<file path="config.mk">
export PLATFORM = sky130hd
export DESIGN_NAME = sr_bank_writer
export DESIGN_NICKNAME = d
export VERILOG_FILES = /design/src/rtl/sr_bank_pkg.sv /design/src/rtl/lane_onehot_decoder.sv /design/src/rtl/sr_bank_writer.sv
export SDC_FILE = /design/constraint.sdc
export NUM_CORES = 1
export LEC_CHECK = 0
export ABC_AREA = 1
export CAP_MARGIN = 20
export CORE_MARGIN = 2
export CORE_UTILIZATION = 25
export DETAILED_ROUTE_END_ITERATION = 7
export GPL_ROUTABILITY_DRIVEN = 1
export PLACE_DENSITY = 0.45
export SYNTH_ARGS = -nofsm -noshare
export SYNTH_HDL_FRONTEND = slang
export SYNTH_SLANG_ARGS = --single-unit
</file>
<file path="constraint.sdc">
create_clock -name clock -period 1.7 [get_ports clock]
set_input_delay 0.34 -clock clock [delete_from_list [all_inputs] [get_ports clock]]
set_output_delay 0.34 -clock clock [all_outputs]
set_load 0.1 [all_outputs]
</file>
<file path="src/rtl/sr_bank_pkg.sv">
// Shared definitions for the SR flip-flop bank writer: FSM state encoding and
// write-phase timing.
package sr_bank_pkg;

    typedef enum logic [2:0] {
        ST_IDLE   = 3'd0,
        ST_SCAN   = 3'd1,
        ST_SETUP  = 3'd2,
        ST_STROBE = 3'd3,
        ST_HOLD   = 3'd4,
        ST_DONE   = 3'd5
    } state_t;

    // Cycles spent on one written lane: SETUP, STROBE, HOLD.
    localparam int PHASE_LEN = 3;

    // Total sequence length from first SCAN through DONE.
    function automatic int seq_cycles(input int width, input int lanes_written);
        return width + PHASE_LEN * lanes_written + 1;
    endfunction

endpackage

</file>
<file path="src/rtl/lane_onehot_decoder.sv">
// Lane index to one-hot lane mask; out-of-range indices give an all-zero mask.
module lane_onehot_decoder #(
    parameter int WIDTH = 4,
    parameter int IDX_W = 2
) (
    input  logic [IDX_W-1:0] i_idx,
    output logic [WIDTH-1:0] o_onehot
);

    always_comb begin
        o_onehot = '0;
        for (int i = 0; i < WIDTH; i++) begin
            o_onehot[i] = (i_idx == IDX_W'(i));
        end
    end

endmodule

</file>
<file path="src/rtl/sr_bank_writer.sv">
// Sequences a target word into a bank of clock-gated SR flip-flops, one lane at
// a time LSB-first, writing only lanes that differ from the shadow unless forced.
module sr_bank_writer
    import sr_bank_pkg::*;
#(
    parameter int WIDTH = 4
) (
    input  logic             clock,
    input  logic             reset,
    input  logic             req_valid,
    output logic             req_ready,
    input  logic [WIDTH-1:0] req_data,
    input  logic             req_force,
    output logic [WIDTH-1:0] sr_s,
    output logic [WIDTH-1:0] sr_r,
    output logic [WIDTH-1:0] sr_e,
    output logic             busy,
    output logic             done,
    output logic [WIDTH-1:0] shadow_q
);

    localparam int IDX_W = (WIDTH > 1) ? $clog2(WIDTH) : 1;

    state_t           r_state;
    state_t           w_state_next;
    logic [IDX_W-1:0] r_idx;
    logic [IDX_W-1:0] w_idx_next;
    logic [WIDTH-1:0] r_target;
    logic             r_force;
    logic [WIDTH-1:0] r_shadow;
    logic [WIDTH-1:0] w_shadow_next;

    logic [WIDTH-1:0] r_sr_s;
    logic [WIDTH-1:0] r_sr_r;
    logic [WIDTH-1:0] r_sr_e;
    logic             r_req_ready;
    logic             r_busy;
    logic             r_done;

    logic [WIDTH-1:0] w_lane;
    logic [WIDTH-1:0] w_sr_s_next;
    logic [WIDTH-1:0] w_sr_r_next;
    logic [WIDTH-1:0] w_sr_e_next;
    logic             w_accept;
    logic             w_hit;
    logic             w_last;
    logic             w_drive;

    lane_onehot_decoder #(
        .WIDTH(WIDTH),
        .IDX_W(IDX_W)
    ) u_lane_dec (
        .i_idx   (r_idx),
        .o_onehot(w_lane)
    );

    assign w_accept = req_valid && r_req_ready;
    assign w_hit    = r_force || (r_target[r_idx] != r_shadow[r_idx]);
    assign w_last   = (r_idx == IDX_W'(WIDTH - 1));

    always_comb begin
        w_state_next  = r_state;
        w_idx_next    = r_idx;
        w_shadow_next = r_shadow;
        unique case (r_state)
            ST_IDLE: begin
                if (w_accept) begin
                    w_state_next = ST_SCAN;
                    w_idx_next   = '0;
                end
            end
            ST_SCAN: begin
                if (w_hit) begin
                    w_state_next = ST_SETUP;
                end else if (w_last) begin
                    w_state_next = ST_DONE;
                end else begin
                    w_state_next = ST_SCAN;
                    w_idx_next   = r_idx + IDX_W'(1);
                end
            end
            ST_SETUP:  w_state_next = ST_STROBE;
            ST_STROBE: w_state_next = ST_HOLD;
            ST_HOLD: begin
                // The lane is committed once its strobe has been followed by a hold cycle.
                w_shadow_next[r_idx] = r_target[r_idx];
                if (w_last) begin
                    w_state_next = ST_DONE;
                end else begin
                    w_state_next = ST_SCAN;
                    w_idx_next   = r_idx + IDX_W'(1);
                end
            end
            ST_DONE:  w_state_next = ST_IDLE;
            default:  w_state_next = ST_IDLE;
        endcase

        // idx is stable across SETUP/STROBE/HOLD, so the current decode is the driven lane.
        w_drive     = (w_state_next == ST_SETUP) || (w_state_next == ST_STROBE) ||
                      (w_state_next == ST_HOLD);
        w_sr_s_next = (w_drive &&  r_target[r_idx]) ? w_lane : '0;
        w_sr_r_next = (w_drive && !r_target[r_idx]) ? w_lane : '0;
        w_sr_e_next = (w_state_next == ST_STROBE) ? w_lane : '0;
    end

    always_ff @(posedge clock or posedge reset) begin
        if (reset) begin
            r_state     <= ST_IDLE;
            r_idx       <= '0;
            r_target    <= '0;
            r_force     <= 1'b0;
            r_shadow    <= '0;
            r_sr_s      <= '0;
            r_sr_r      <= '0;
            r_sr_e      <= '0;
            r_req_ready <= 1'b1;
            r_busy      <= 1'b0;
            r_done      <= 1'b0;
        end else begin
            r_state     <= w_state_next;
            r_idx       <= w_idx_next;
            r_shadow    <= w_shadow_next;
            r_sr_s      <= w_sr_s_next;
            r_sr_r      <= w_sr_r_next;
            r_sr_e      <= w_sr_e_next;
            r_req_ready <= (w_state_next == ST_IDLE);
            r_busy      <= (w_state_next != ST_IDLE);
            r_done      <= (w_state_next == ST_DONE);
            if (w_accept) begin
                r_target <= req_data;
                r_force  <= req_force;
            end
        end
    end

    assign req_ready = r_req_ready;
    assign sr_s      = r_sr_s;
    assign sr_r      = r_sr_r;
    assign sr_e      = r_sr_e;
    assign busy      = r_busy;
    assign done      = r_done;
    assign shadow_q  = r_shadow;

endmodule

</file>
# == Word-level counts from Yosys, hierarchy flattened ==
# Index checks and enable logic that the tools add are counted.
# totals
register_bits,29
out_inout_bits,19
wordCells,60
# op_classes
n_addsub,1
order_cmp,2
eq_ne,14
n_mux,18
n_reduce_logical,14
# ops
cell,n
case mux 3 bit (5 select lines),1
== test 3 x 2 -> 1 bit (second input constant),4
two-way mux 4 bit,3
== test 3 bit (second input constant),3
two-way mux 3 bit,3
logical NOT 3 bit,2
two-way mux 2 bit,3
case mux 2 bit (3 select lines),1
nonzero test 3 bit,2
binary-select mux 1 bit (select 2 bit),2
bitwise mux 4 bit,1
== test 2 bit (second input constant),2
logical AND 1 bit,4
!= test 2 bit (second input constant),2
== test 3 x 1 -> 1 bit (second input constant),1
logical OR 1 bit,3
< comparator 2 x 3 -> 1 bit (second input constant),1
two-way mux 1 bit,3
AND reduction 3 bit,1
adder 2 x 1 -> 2 bit (second input constant),1
demux 1 bit (select 2 bit),1
== test 2 x 1 -> 1 bit (second input constant),1
>= comparator 2 x 1 -> 1 bit (second input constant),1
logical NOT 2 bit,1
2 further kinds,2

# == Depth between registers and ports, before layout ==
# Gate-level depths: netlist (run 1).
# depth
depth_word,11
ltp_mapped,12

# == By module ==
# A second synthesis (run 1) with hierarchy kept.
# unflattened
cells_unflattened,162
area_unflattened_um2,1357.6
# modules_own_cells
mod,n_inst,cells_each,area_each_um2
sr_bank_writer,1,155,1331.3
lane_onehot_decoder,1,7,26.3

# == Worst setup path before layout (run 1) ==
# OpenSTA, ideal clock, no wires.
# synth_path
path_kind,reg-to-reg
startpoint,"reg r_req_ready, in the netlist req_ready"
endpoint,reg r_idx[0]
setup_time_ns,0.121
arrival_ns,1.688
required_ns,1.579
setup_slack_ns,-0.108
path_stages_with_launch,8
n_path_buf,0
period_less_slack_ns,1.808
path_cell_list,dfstp_2 nand2_1 inv_1 nor2_1 nor3_1 nand2_2 nand2_1 o21ai_1
# synth_via
elab_chain_len,3
# synth_lines
element,line,text
start: declaration,sr_bank_writer.sv:36,logic r_req_ready;
start signal: assignment,sr_bank_writer.sv:126,r_req_ready <= (w_state_next == ST_IDLE);
logical AND 1 bit,sr_bank_writer.sv:57,assign w_accept = req_valid && r_req_ready;
!= test 2 bit (no source line),n/a,
AND reduction 3 bit (no source line),n/a,
end signal: assignment,sr_bank_writer.sv:121,r_idx <= w_idx_next;
end: declaration,sr_bank_writer.sv:26,logic [IDX_W-1:0] r_idx;
# Every way passes these cells.
# A chain may end at the register's enable or synchronous reset.

# == Final worst setup path (run 1) ==
# layout_path
startpoint,reg r_idx[0]
endpoint,reg r_idx[0]
# layout_via
elab_chain_len,6
# layout_lines
element,line,text
binary-select mux 1 bit (select 2 bit),sr_bank_writer.sv:58,assign w_hit = r_force || (r_target[r_idx] != r_shadow[r_idx]);
two-way mux 1 bit (implied by the code),sr_bank_writer.sv:58,
!= test 1 bit,sr_bank_writer.sv:58,
logical OR 1 bit,sr_bank_writer.sv:58,
!= test 2 bit (no source line),n/a,
AND reduction 3 bit (no source line),n/a,
# Parallel ways exist; a longest one is shown, timed or not. The select of a mux whose other input is x is not followed.

==> flow_summary.yaml, run 1 <==
outcome:
  status: "complete, no violations"
timing:
  setup_viol: 0
  fin_crit_sh_pct: 88.32
  drv_slew: 0
  min_period_ps: 1501
  hold_viol_final: 0
  clock-skew-final_ps: 4.458
  worst_pin_slew_ps: 353.7
  rsz0062_at_grt: "no"
  fin_tns_setup_ps: 0
  slew_headroom_pct: 76.42
  max_freq_ghz: 0.6661
cells_and_area:
  fill_cells: 539
  num_antenna_cells: 0
  nets: 209
  syn2layout_area_growth_pct: 50.65
  fin_util_pct: 39.24
  drive_gt1_share_pct: 26.26
  final_area_um2: 2017
floorplan:
  die_x_um: 77.18
  die-area_um2: 5957
  ios: 27
  placementRows: 26
  fp.dieH_um: 77.18
  start_util_pct: 26.05
  design.core.area_um2: 5140
setup_path:
  crit_family: "flip-flops"
  cp.arrival_ps: 1650
  critPathBufInv: 1
  reg2reg_from: "r_idx[0]"
  start_kind: "flip-flop"
  critPathMaxFanout: 9
  cp_slowest_stage_delay_ps: 480
  critPathCaptureType: "flip-flop"
  path_cells: "ha_1 -> inv_1 -> nor2_1 -> nor3_1 -> nand2_2 -> nand2_1 -> o21ai_1"
  required_ps: 1850
  critPathLaunch: "r_idx[0]"
  cp_slowest_cell: "dfrtp_2"
  path_class: "flip-flop to flip-flop"
synthesis:
  synth-seq-area-share_pct: 54.30
  synth-edff-count: 0
  yosys_warnings: 0
  synth_top_area_share_pct: 52.34
  async_reset_ff_share_pct: 100.0
  synth.distinct_cells: 17
  netlist_area_um2: 1339
  yosys.area.top_type: "dfrtp_1"
  synth.area.top_cells: "dfrtp_1 52%, nand2_1 13%, inv_1 6.2%"
  yosys_register_bits: 29
  ys.flop_type: "dfrtp_1"
  syn_area_per_cell_um2: 8.420
  syn_inst: 159
  syn_nets: 171
power:
  leakage_uw: 0.0009820
  ir_drop_mv: 1.202
  p_per_area_nw_per_um2: 1933
clock_tree:
  cts-resized-gates: 0
  cts_root_buf: "clkbuf_8"
  post_cts_buffers: 0
  hold_buffers: 0
  cts_tree: "built"
  cts.path.max_buffers: 2
  cts.sinks: 29
  clk_latency_ps: 270
  htree_levels: 2
  clk_pin_slew_worst_paths_ps: 60
  cts_buffers: 5
placed_design:
  hpwl_um: 2302
  numPortBuffers: 26
  placed_cell_area_um2: 1923
  gp_congestion: 0.7779
routing:
  drcViolationCount: 0
  viasPerCell: 4.052
  ant_nets: 0
  routed_wirelength_um: 2848
  vias: 1086
  drt_first_pass_iters: 4
  wl_per_cell_um: 10.63
  drt_iter0_drc: 64
global_route:
  antenna_found_initial: 0
  first_global_vias: 1085
  grt_pass1_wl_um: 4995
  grt.total_usage_pct: 10.70
  grt_max_degree: 30
  grt_overflow: 0
min_path:
  hold_path.class: "input pin to async pin"
run:
  drv_cap: 0
[final cells by class]
class,instances,area (um2),share of cell area [%]
clock buffer,8,90.09,4.467
inverter,23,88.84,4.404
multi-input combinational,107,525.5,26.05
sequential,29,737.0,36.54
tap,70,87.58,4.342
timing repair buffer,31,488.0,24.19
[power by group]
group | switching (uW) | internal, uW | total, uW
registers | 180 | 918 | 1100
clock network | 227 | 329 | 556
logic | 1500 | 749 | 2240
total | 1900 | 2000 | 3900
[per-layer routing]
layer | track usage (%) | vias to the layer above | part of all wire, %
met1 | 13.35 | 483 | 46
met2 | 16.43 | 40 | 46
met4 | 4.464 | 0 | 0.84
met5 | 0 | - | 0
met3 | 4.235 | 2 | 7.1
li1 | - | 561 | -
[registers in the layout, summed over array words and instances (netlist names)]
| name | flops |
|---|---|
| sr_r | 4 |
| r_idx | 2 |
| done | 1 |
| shadow_q | 4 |
| req_ready | 1 |
| sr_s | 4 |
| r_state | 3 |
| sr_e | 4 |
| r_target | 4 |
| r_force | 1 |
| busy | 1 |
[synth_stat cells, types with 2 or more instances]
cell type,n
dfrtp_1,28
ha_1,4
inv_1,22
nand2_1,46
nand2_2,10
nand3_1,5
nand3_2,4
nor2_1,22
nor3_1,3
o21ai_0,6
o21ai_1,2
o31ai_1,2
[path summary, 6_finish.rpt]
check | to | slack, ps | cells past startpoint
max | r_idx[0] | 200 | 7
min | sr_s[3] | 430 | 3
max reg2reg | r_idx[0] | 200 | 7
min reg2reg | r_target[1] | 500 | 2
max in group asynchronous | req_ready | 960 | 3
min in group clock | r_target[1] | 500 | 2
[cells in the final DEF (no fill, tap or decap)]
cell type / count
nor3_1: 3
clkbuf_1: 2
nand2_2: 10
buf_12: 19
buf_4: 5
inv_1: 22
a21oi_1: 1
o31ai_1: 2
nand3_2: 4
ha_1: 4
dfrtp_2: 5
clkbuf_8: 6
dfstp_4: 1
nand3_1: 5
o21ai_0: 6
inv_4: 1
clkdlybuf4s50_1: 7
nand4_1: 1
nand2_4: 1
nand2_1: 46
o21ai_1: 2
dfrtp_1: 23
nor2_1: 22
[per-stage QoR]
step / worst slack [ps] / cells / hold slack [ps] / total power [uW]
floorplan: 21.99 / 159 / 417.1 / 2596
global placement: 106.0 / 260 / 486.1 / 3339
detailed placement: 88.42 / 260 / 488.3 / 3360
CTS: 91.27 / 268 / 441.1 / 3935
global route: 14.45 / 268 / 464.8 / 4187
finish: 198.6 / 268 / 434.0 / 3899
[tightest hold or removal path: cells and delay by family]
kind,cells,cell delay [ps]
buffers and inverters,3,770
[kinds of logic (layout without fill, tap and decap cells)]
kind of cell | count (synthesis) | count (layout) | synth area share, %
adders and majority gates | 4 | 4 | 3.738
buffers and inverters | 23 | 62 | 6.448
and+or+nand+nor | 92 | 92 | 31.03
AOI/OAI and AO/OA | 11 | 11 | 4.485
DFF | 29 | 29 | 54.30
No activity file was read; power rests on OpenSTA's default activity.
==> run 2, diff against run 1 <==
--- a/config.mk
+++ b/config.mk
@@ -8,10 +8,10 @@
 export ABC_AREA = 1
 export CAP_MARGIN = 20
 export CORE_MARGIN = 2
-export CORE_UTILIZATION = 25
+export CORE_UTILIZATION = 35
 export DETAILED_ROUTE_END_ITERATION = 7
 export GPL_ROUTABILITY_DRIVEN = 1
-export PLACE_DENSITY = 0.45
+export PLACE_DENSITY = 0.58
 export SYNTH_ARGS = -nofsm -noshare
 export SYNTH_HDL_FRONTEND = slang
 export SYNTH_SLANG_ARGS = --single-unit
==> flow_summary.yaml, run 2 (synthesis gave the netlist of run 1 again) <==
floorplan:
  placementRows: 22
  die_x_um: 65.85
  fp.dieH_um: 65.85
  ios: 27
  start_util_pct: 36.57
  die-area_um2: 4336
  design.core.area_um2: 3661
power:
  power_frac_clock_pct: 20.3
  power_uw: 4191
  power.switching_uw: 1945
  leakage_uw: 0.001004
  p_comb_share_pct: 53.5
  swShare_pct: 46.40
  ir_drop_mv: 1.122
  p_per_area_nw_per_um2: 2064
  power.share.sequential_pct: 26.2
  power.internal_uw: 2247
routing:
  routed_wirelength_um: 2897
  viasPerCell: 4.537
  drt_iter0_drc: 34
  vias: 1116
  drcViolationCount: 0
  wl_per_cell_um: 11.78
  drt_first_pass_iters: 4
  ant_nets: 0
timing:
  clock-skew-final_ps: 3.562
  hold_slack_ps: 427.3
  min_period_ps: 1521
  hold_viol_final: 0
  fin_crit_sh_pct: 89.48
  drv_slew: 0
  fin_tns_setup_ps: 0
  max_freq_ghz: 0.6574
  slew_headroom_pct: 76.60
  worst_pin_slew_ps: 350.9
  rsz0062_at_grt: "no"
  setup_viol: 0
clock_tree:
  hold_buffers: 0
  htree_levels: 2
  clk_pin_slew_worst_paths_ps: 60
  cts_buffers: 5
  cts.path.max_buffers: 2
  cts_tree: "built"
  cts_root_buf: "clkbuf_8"
  cts.sinks: 29
  clk_latency_ps: 280
  post_cts_buffers: 0
setup_path:
  crit-reg2reg-capture: "sr_s[1]"
  critPathBufInv: 1
  crit_cells: 10
  reg2reg_from: "r_idx[0]"
  required_ps: 1870
  rrSetupSlack_ps: 180
  cp_slowest_cell: "dfrtp_2"
  start_kind: "flip-flop"
  critPathMaxFanout: 9
  cp.arrival_ps: 1690
  path_class: "flip-flop to flip-flop"
  critPathLaunch: "r_idx[0]"
  r2r_cells: 10
  crit_top_cell: "nand2_2"
  critPathCaptureType: "flip-flop"
  crit_family: "simple AND/OR/NAND/NOR gates"
  cp_slowest_stage_delay_ps: 470
  path_cells: "inv_2 -> nand2_2 -> nand3_2 -> nand2_4 -> nand2_2 -> nand3_2 -> nand2_2 -> nand3_2 -> nand2_2 -> nor2_1"
cells_and_area:
  drive_gt1_share_pct: 27.27
  final_area_um2: 2031
  syn2layout_area_growth_pct: 51.68
  nets: 209
  layout_common_cells: "46 x nand2_1, 23 x dfrtp_1, 22 x inv_1, 22 x nor2_1, 19 x buf_12"
  num_antenna_cells: 0
  layout_commonest_cell: "nand2_1"
  final_cell_count_no_fill: 246
placed_design:
  numPortBuffers: 26
  gp_congestion: 0.9478
  dp_cells: 238
  hpwl_um: 2212
  placed_cell_area_um2: 1896
outcome:
  status: "complete, no violations"
global_route:
  antenna_found_initial: 0
  grt_max_degree: 30
  grt.total_usage_pct: 16.31
  grt_overflow: 0
  grt_pass1_wl_um: 5112
  first_global_vias: 1159
min_path:
  hold_path.class: "input pin to async pin"
run:
  drv_cap: 0
[run 2: cell count changes in the layout (fill, tap and decap cells not counted)]
cell,previous run,this run
clkbuf_8,6,5
clkinv_2,0,1
inv_2,0,1
clkbuf_1,2,0
bufinv_16,0,2
inv_4,1,0
[run 2: power by group through the flow]
stage               logic (uW)  registers, uW  clock network [uW]
floorplan                  866           1730                   0
global placement          2210           1100                   0
detailed placement        2240           1110                   0
CTS                       2250           1100                 866
global route              2430           1130                 891
finish                    2240           1100                 853
[run 2: cell type report]
class,instances,area [um2]
clock buffer,5,68.82
tap,48,60.06
inverter,23,86.33
clock inverter,3,65.06
multi-input combinational,107,525.5
timing repair buffer,31,488.0
sequential,29,737.0
fill,337,1630
[run 2: what timing repair did]
action                                  in CTS  in global routing
gates resized for setup                      0                  1
endpoints found under the hold margin        0                  0
endpoints found under the setup margin       0                 13
[run 2: worst register-to-register path, stage by stage (launching register included)]
cell and delay (ps):
dfrtp_2 470, inv_2 160, nand2_2 80, nand3_2 80, nand2_4 80, nand2_2 90
nand3_2 100, nand2_2 100, nand3_2 90, nand2_2 100, nor2_1 50
[run 2: how the worst max path moves through the flow]
| stage | endpoint | slack, ps |
|---|---|---|
| floorplan | r_idx[0] | 20 |
| global placement | r_idx[0] | 130 |
| detailed placement | r_idx[0] | 110 |
| CTS | sr_s[1] | 130 |
| global route | sr_r[1] | 20 |
| finish | sr_s[1] | 180 |
[run 2: per-layer routing]
metal	GRT usage, %	routed length [um]
met5	0	0
met3	5.963	201
met4	9.115	99
met2	27.53	1422
met1	17.55	1173
[run 2: through the flow]
step	utilization (%)	setup WS [ps]
after floorplan	-	21.99
after global placement	51.78	126.2
after detailed placement	51.78	114.4
after CTS	55.43	127.0
after global routing	55.47	24.83
final	55.47	178.9
==> patch 1: new RTL, settings of run 1 <==
`WIDTH` is set to 4 in 2 places; all go to 8.
--- a/src/rtl/lane_onehot_decoder.sv
+++ b/src/rtl/lane_onehot_decoder.sv
@@ -1,6 +1,6 @@
 // Lane index to one-hot lane mask; out-of-range indices give an all-zero mask.
 module lane_onehot_decoder #(
-    parameter int WIDTH = 4,
+    parameter int WIDTH = 8,
     parameter int IDX_W = 2
 ) (
     input  logic [IDX_W-1:0] i_idx,
--- a/src/rtl/sr_bank_writer.sv
+++ b/src/rtl/sr_bank_writer.sv
@@ -3,7 +3,7 @@
 module sr_bank_writer
     import sr_bank_pkg::*;
 #(
-    parameter int WIDTH = 4
+    parameter int WIDTH = 8
 ) (
     input  logic             clock,
     input  logic             reset,
Ports: changed (5 resized); port bits go from 27 to 47. No check against the original RTL was run, so the function may have changed too.
==> patch 1 against run 1 <==
Total power is 51% higher; largest power group unchanged; via count increased by 61%; global-route usage increased by 0.14 points; worst setup slack got worse by 0.16 ns; routed wire length is 71% higher; final area grew 71%; area after synthesis increased by 65%; sequential power grew 59%; highest routed layer unchanged; sequential cell count increased by 21; worst hold slack got worse by 0.050 ns.
==> patch 1: results (changes against run 1) <==
| Metric | Value |
|---|---|
| Status | `completed` |
| Sequential area share after synthesis | `56.6% (+2.3 points)` |
| Max Freq | `604 MHz (-9.4%)` |
| Met2 WL | `2.26 mm (+73%)` |
| Clock-pin slew on the worst setup and hold paths | `0.10 ns (+0.04 ns)` |
| Commonest cells in the netlist | `nand2_1 (87), dfrtp_1 (49), nor2_1 (41)` |
| Syn nets | `270 (+58%)` |
| Synth area leaders | `dfrtp_1 (55%), nand2_1 (15%), nor2_1 (6.9%)` |
| Via count | `1753 (+61%)` |
| M1 GR Usage | `14.1% (+0.75 points)` |
| Global-route met2 utilization | `17.4% (+0.95 points)` |
| Post-DP HPWL | `3.81 mm (+66%)` |
| Largest net degree at the start of global routing | `27 (-10%)` |
| Arrival @ worst endpoint | `1.85 ns (+0.20 ns)` |
| Worst clock skew | `0.0105 ns (+0.00603 ns)` |
| Netlist cell types | `26 (+9)` |
| Metal-1 WL | `2.27 mm (+72%)` |
| Initial DRC count | `72 (+13%)` |
| Gpl congestion | `0.805 (+3.4%)` |
| Layout Nets | `338 (+62%)` |
| FILL cells | `868 (+61%)` |
| CP peak stage delay | `0.45 ns (-0.03 ns)` |
| Routed wl met3 | `258 um (+27%)` |
| Met3 Usage GRT | `3.01% (-1.2 points)` |
| Pre-CTS WS | `0.00361 ns (-0.0848 ns)` |
| Share of cells above drive strength 1 | `30.2% (+4.0 points)` |
| Leakage | `1.64 nW (+67%)` |
| Detail-routed net length per standard cell | `11.3 um (+6.7%)` |
| Num CTS Buffers | `5 (unchanged)` |
| Slew margin rel. | `73.7% (-2.8 points)` |
## patch 1: cell count changes after synthesis, moves of 4 or more
cell     delta
nand2_4     +4
a21oi_1     +7
nor2_1     +19
nand2_2     -4
dfrtp_1    +21
nand3_2     -4
inv_1       -6
nand2_1    +41
## patch 1: power breakdown
| part | switching, mW | internal (mW) |
|---|---|---|
| Sequential | 0.266 | 1.49 |
| Clock | 0.409 | 0.438 |
| Combinational | 2.12 | 1.18 |
| Total | 2.79 | 3.10 |
## patch 1: through the flow
step                      cell area, sq um  instances  hold slack [ns]
final                                 3440        429            0.384
after global routing                  3440        429            0.426
after CTS                             3400        428            0.393
after detailed placement              3280        420            0.473
after global placement                3280        420            0.476
after floorplan                       2230        252            0.449
## patch 1: cell families after synthesis
family	synth area share [%]
compound gates	5.03
flops	56.6
simple gates	29.9
fa+ha+maj	3.39
buf+inv	5.14
## patch 1: layout make-up
class                   count  area (sq um)  share of cell area, %
repair buffers             66           965                   28.0
well taps                 108           135                   3.93
clock buffers               5          68.8                   2.00
inverters                  21          83.8                   2.44
clock inverters             3          45.0                   1.31
multi-input cells         176           873                   25.4
flip-flops and latches     50          1270                   36.9
## patch 1: what timing repair did
action                                  4_1_cts  5_1_grt
resized for setup                             1        9
cloned                                        0        1
hold endpoints to repair                      0        0
pin swaps                                     0        4
endpoints found under the setup margin        2       21
## patch 1: path summary, 6_finish.rpt
kind,from,end,cells after the start
max,r_idx[0],sr_r[6],14
min,reset,sr_r[4],3
max reg2reg,r_idx[0],sr_r[6],14
min reg2reg,r_target[5],r_target[5],2
max in group asynchronous,reset,req_ready,3
min in group clock,r_target[5],r_target[5],2
## patch 1: critical path: cells and delay by family (launching register included)
family	cells	cell delay (ns)
buffers and inverters	2	0.18
and+or+nand+nor	12	0.90
DFF	1	0.45
==> patch 2: new RTL, config.mk and constraints of run 1 <==
Made on the original files. The 6 states of `state_t` get a one-hot encoding in 6 bits.
--- a/src/rtl/sr_bank_pkg.sv
+++ b/src/rtl/sr_bank_pkg.sv
@@ -2,13 +2,13 @@
 // write-phase timing.
 package sr_bank_pkg;
 
-    typedef enum logic [2:0] {
-        ST_IDLE   = 3'd0,
-        ST_SCAN   = 3'd1,
-        ST_SETUP  = 3'd2,
-        ST_STROBE = 3'd3,
-        ST_HOLD   = 3'd4,
-        ST_DONE   = 3'd5
+    typedef enum logic [5:0] {
+        ST_IDLE   = 6'b000001,
+        ST_SCAN   = 6'b000010,
+        ST_SETUP  = 6'b000100,
+        ST_STROBE = 6'b001000,
+        ST_HOLD   = 6'b010000,
+        ST_DONE   = 6'b100000
     } state_t;
 
     // Cycles spent on one written lane: SETUP, STROBE, HOLD.
Behaviour: no difference found for any inputs over 10 cycles, from zero or initial values and one cycle with reset high; not proved beyond that.
==> patch 2 against run 1 <==
Clock skew is 0.0013 ns higher; critical path depth rose by 1; worst setup slack improved by 0.044 ns; synthesized cell count grew 0.63%; largest power group unchanged; routed wire length rose by 5.1%; total power is 17% lower; final area grew 7.5%; sequential cell count increased by 3; area after synthesis rose by 12%.
==> patch 2: results (changes against run 1) <==
| Metric | Value |
|---|---|
| Status | `completed` |
| FILL cells | `575 (+6.7%)` |
| GR Util All Layers | `10.5% (-0.22 points)` |
| Pint | `1.78 mW (-11%)` |
| Worst clock skew | `0.00573 ns (+0.00127 ns)` |
| CP peak stage delay | `0.40 ns (-0.08 ns)` |
| Worst R2R Path Depth | `8 (+1)` |
| Critical path launch point | `r_state[4]` |
| Vias per cell | `4.00 (-1.2%)` |
| ClkCell Share | `4.27% (-0.20 points)` |
| Max VDD drop | `0.774 mV (-36%)` |
| Detail-routed net length per standard cell | `11.0 um (+3.1%)` |
| Netlist cell types | `21 (+4)` |
| Initial DRC count | `46 (-28%)` |
| Worst path slowest cell | `dfrtp_1` |
| CTS Root Cell | `clkbuf_8` |
| Clock power frac | `18.2% (+3.9 points)` |
| Sequential area share after synthesis | `53.6% (-0.71 points)` |
| Slew @ Worst Pin | `0.400 ns (+0.0463 ns)` |
| Async SR Flop Fraction | `100% (unchanged)` |
| Gpl congestion | `0.749 (-3.8%)` |
| Syn nets | `172 (+0.58%)` |
| Reg-to-Reg End | `r_idx[0]` |
| Share of cells above drive strength 1 | `33.3% (+7.1 points)` |
| First-pass GRT wire length | `5.11 mm (+2.3%)` |
| Largest net degree at the start of global routing | `33 (+10%)` |
| Footprint of the multi-input gates | `591 sq um (+12%)` |
| Seq/total area | `37.3% (+0.80 points)` |
| Post-DP HPWL | `2.28 mm (-0.88%)` |
| Crit-path leading delay family | `simple AND/OR/NAND/NOR gates` |
| Synth area leaders | `dfrtp_1 (50%), nand2_1 (8.8%), nand2_4 (6.0%)` |
| Data buffer area share | `22.5% (-1.7 points)` |
| Commonest cells in the netlist | `nand2_1 (35), dfrtp_1 (30), nor2_1 (21)` |
| Multi-input gates | `104 (-2.8%)` |
| Power density cells | `1490 nW/um^2 (-23%)` |
| Clock buf count | `6 (-2)` |
| Critical path peak fanout | `5 (-4)` |
| Sinks on Clock Net | `32 (+10%)` |
| Vias in the first global route | `1053 (-2.9%)` |
| Leakage | `1.08 nW (+10%)` |
==> patch 2: cells by family (layout without fill, tap and decap cells) <==
family | Yosys count | count (layout) | share of synthesized area (%)
flops | 32 | 32 | 53.6
simple gates | 89 | 89 | 32.2
fa+ha+maj | 4 | 4 | 3.34
buf+inv | 24 | 62 | 7.01
compound gates | 11 | 11 | 3.84
==> patch 2: per-stage QoR <==
step	util (%)	cells	hold slack (ns)	instance area [sq um]	setup slack, ns
2_1_floorplan	-	160	0.450	1500	0.0151
3_3_place_gp	35.5	265	0.491	2070	0.137
3_5_place_dp	35.5	265	0.498	2070	0.118
4_1_cts	37.0	273	0.458	2170	0.108
5_1_grt	37.1	273	0.486	2170	0.0507
6_report	37.1	273	0.447	2170	0.243
==> patch 2: per-layer routing <==
metal | wire [um] | share of wire (%) | track usage, %
met5 | 0 | 0 | 0
met2 | 1320 | 44 | 15.5
met3 | 176 | 5.9 | 3.96
met1 | 1450 | 48 | 13.7
met4 | 52 | 1.7 | 4.58
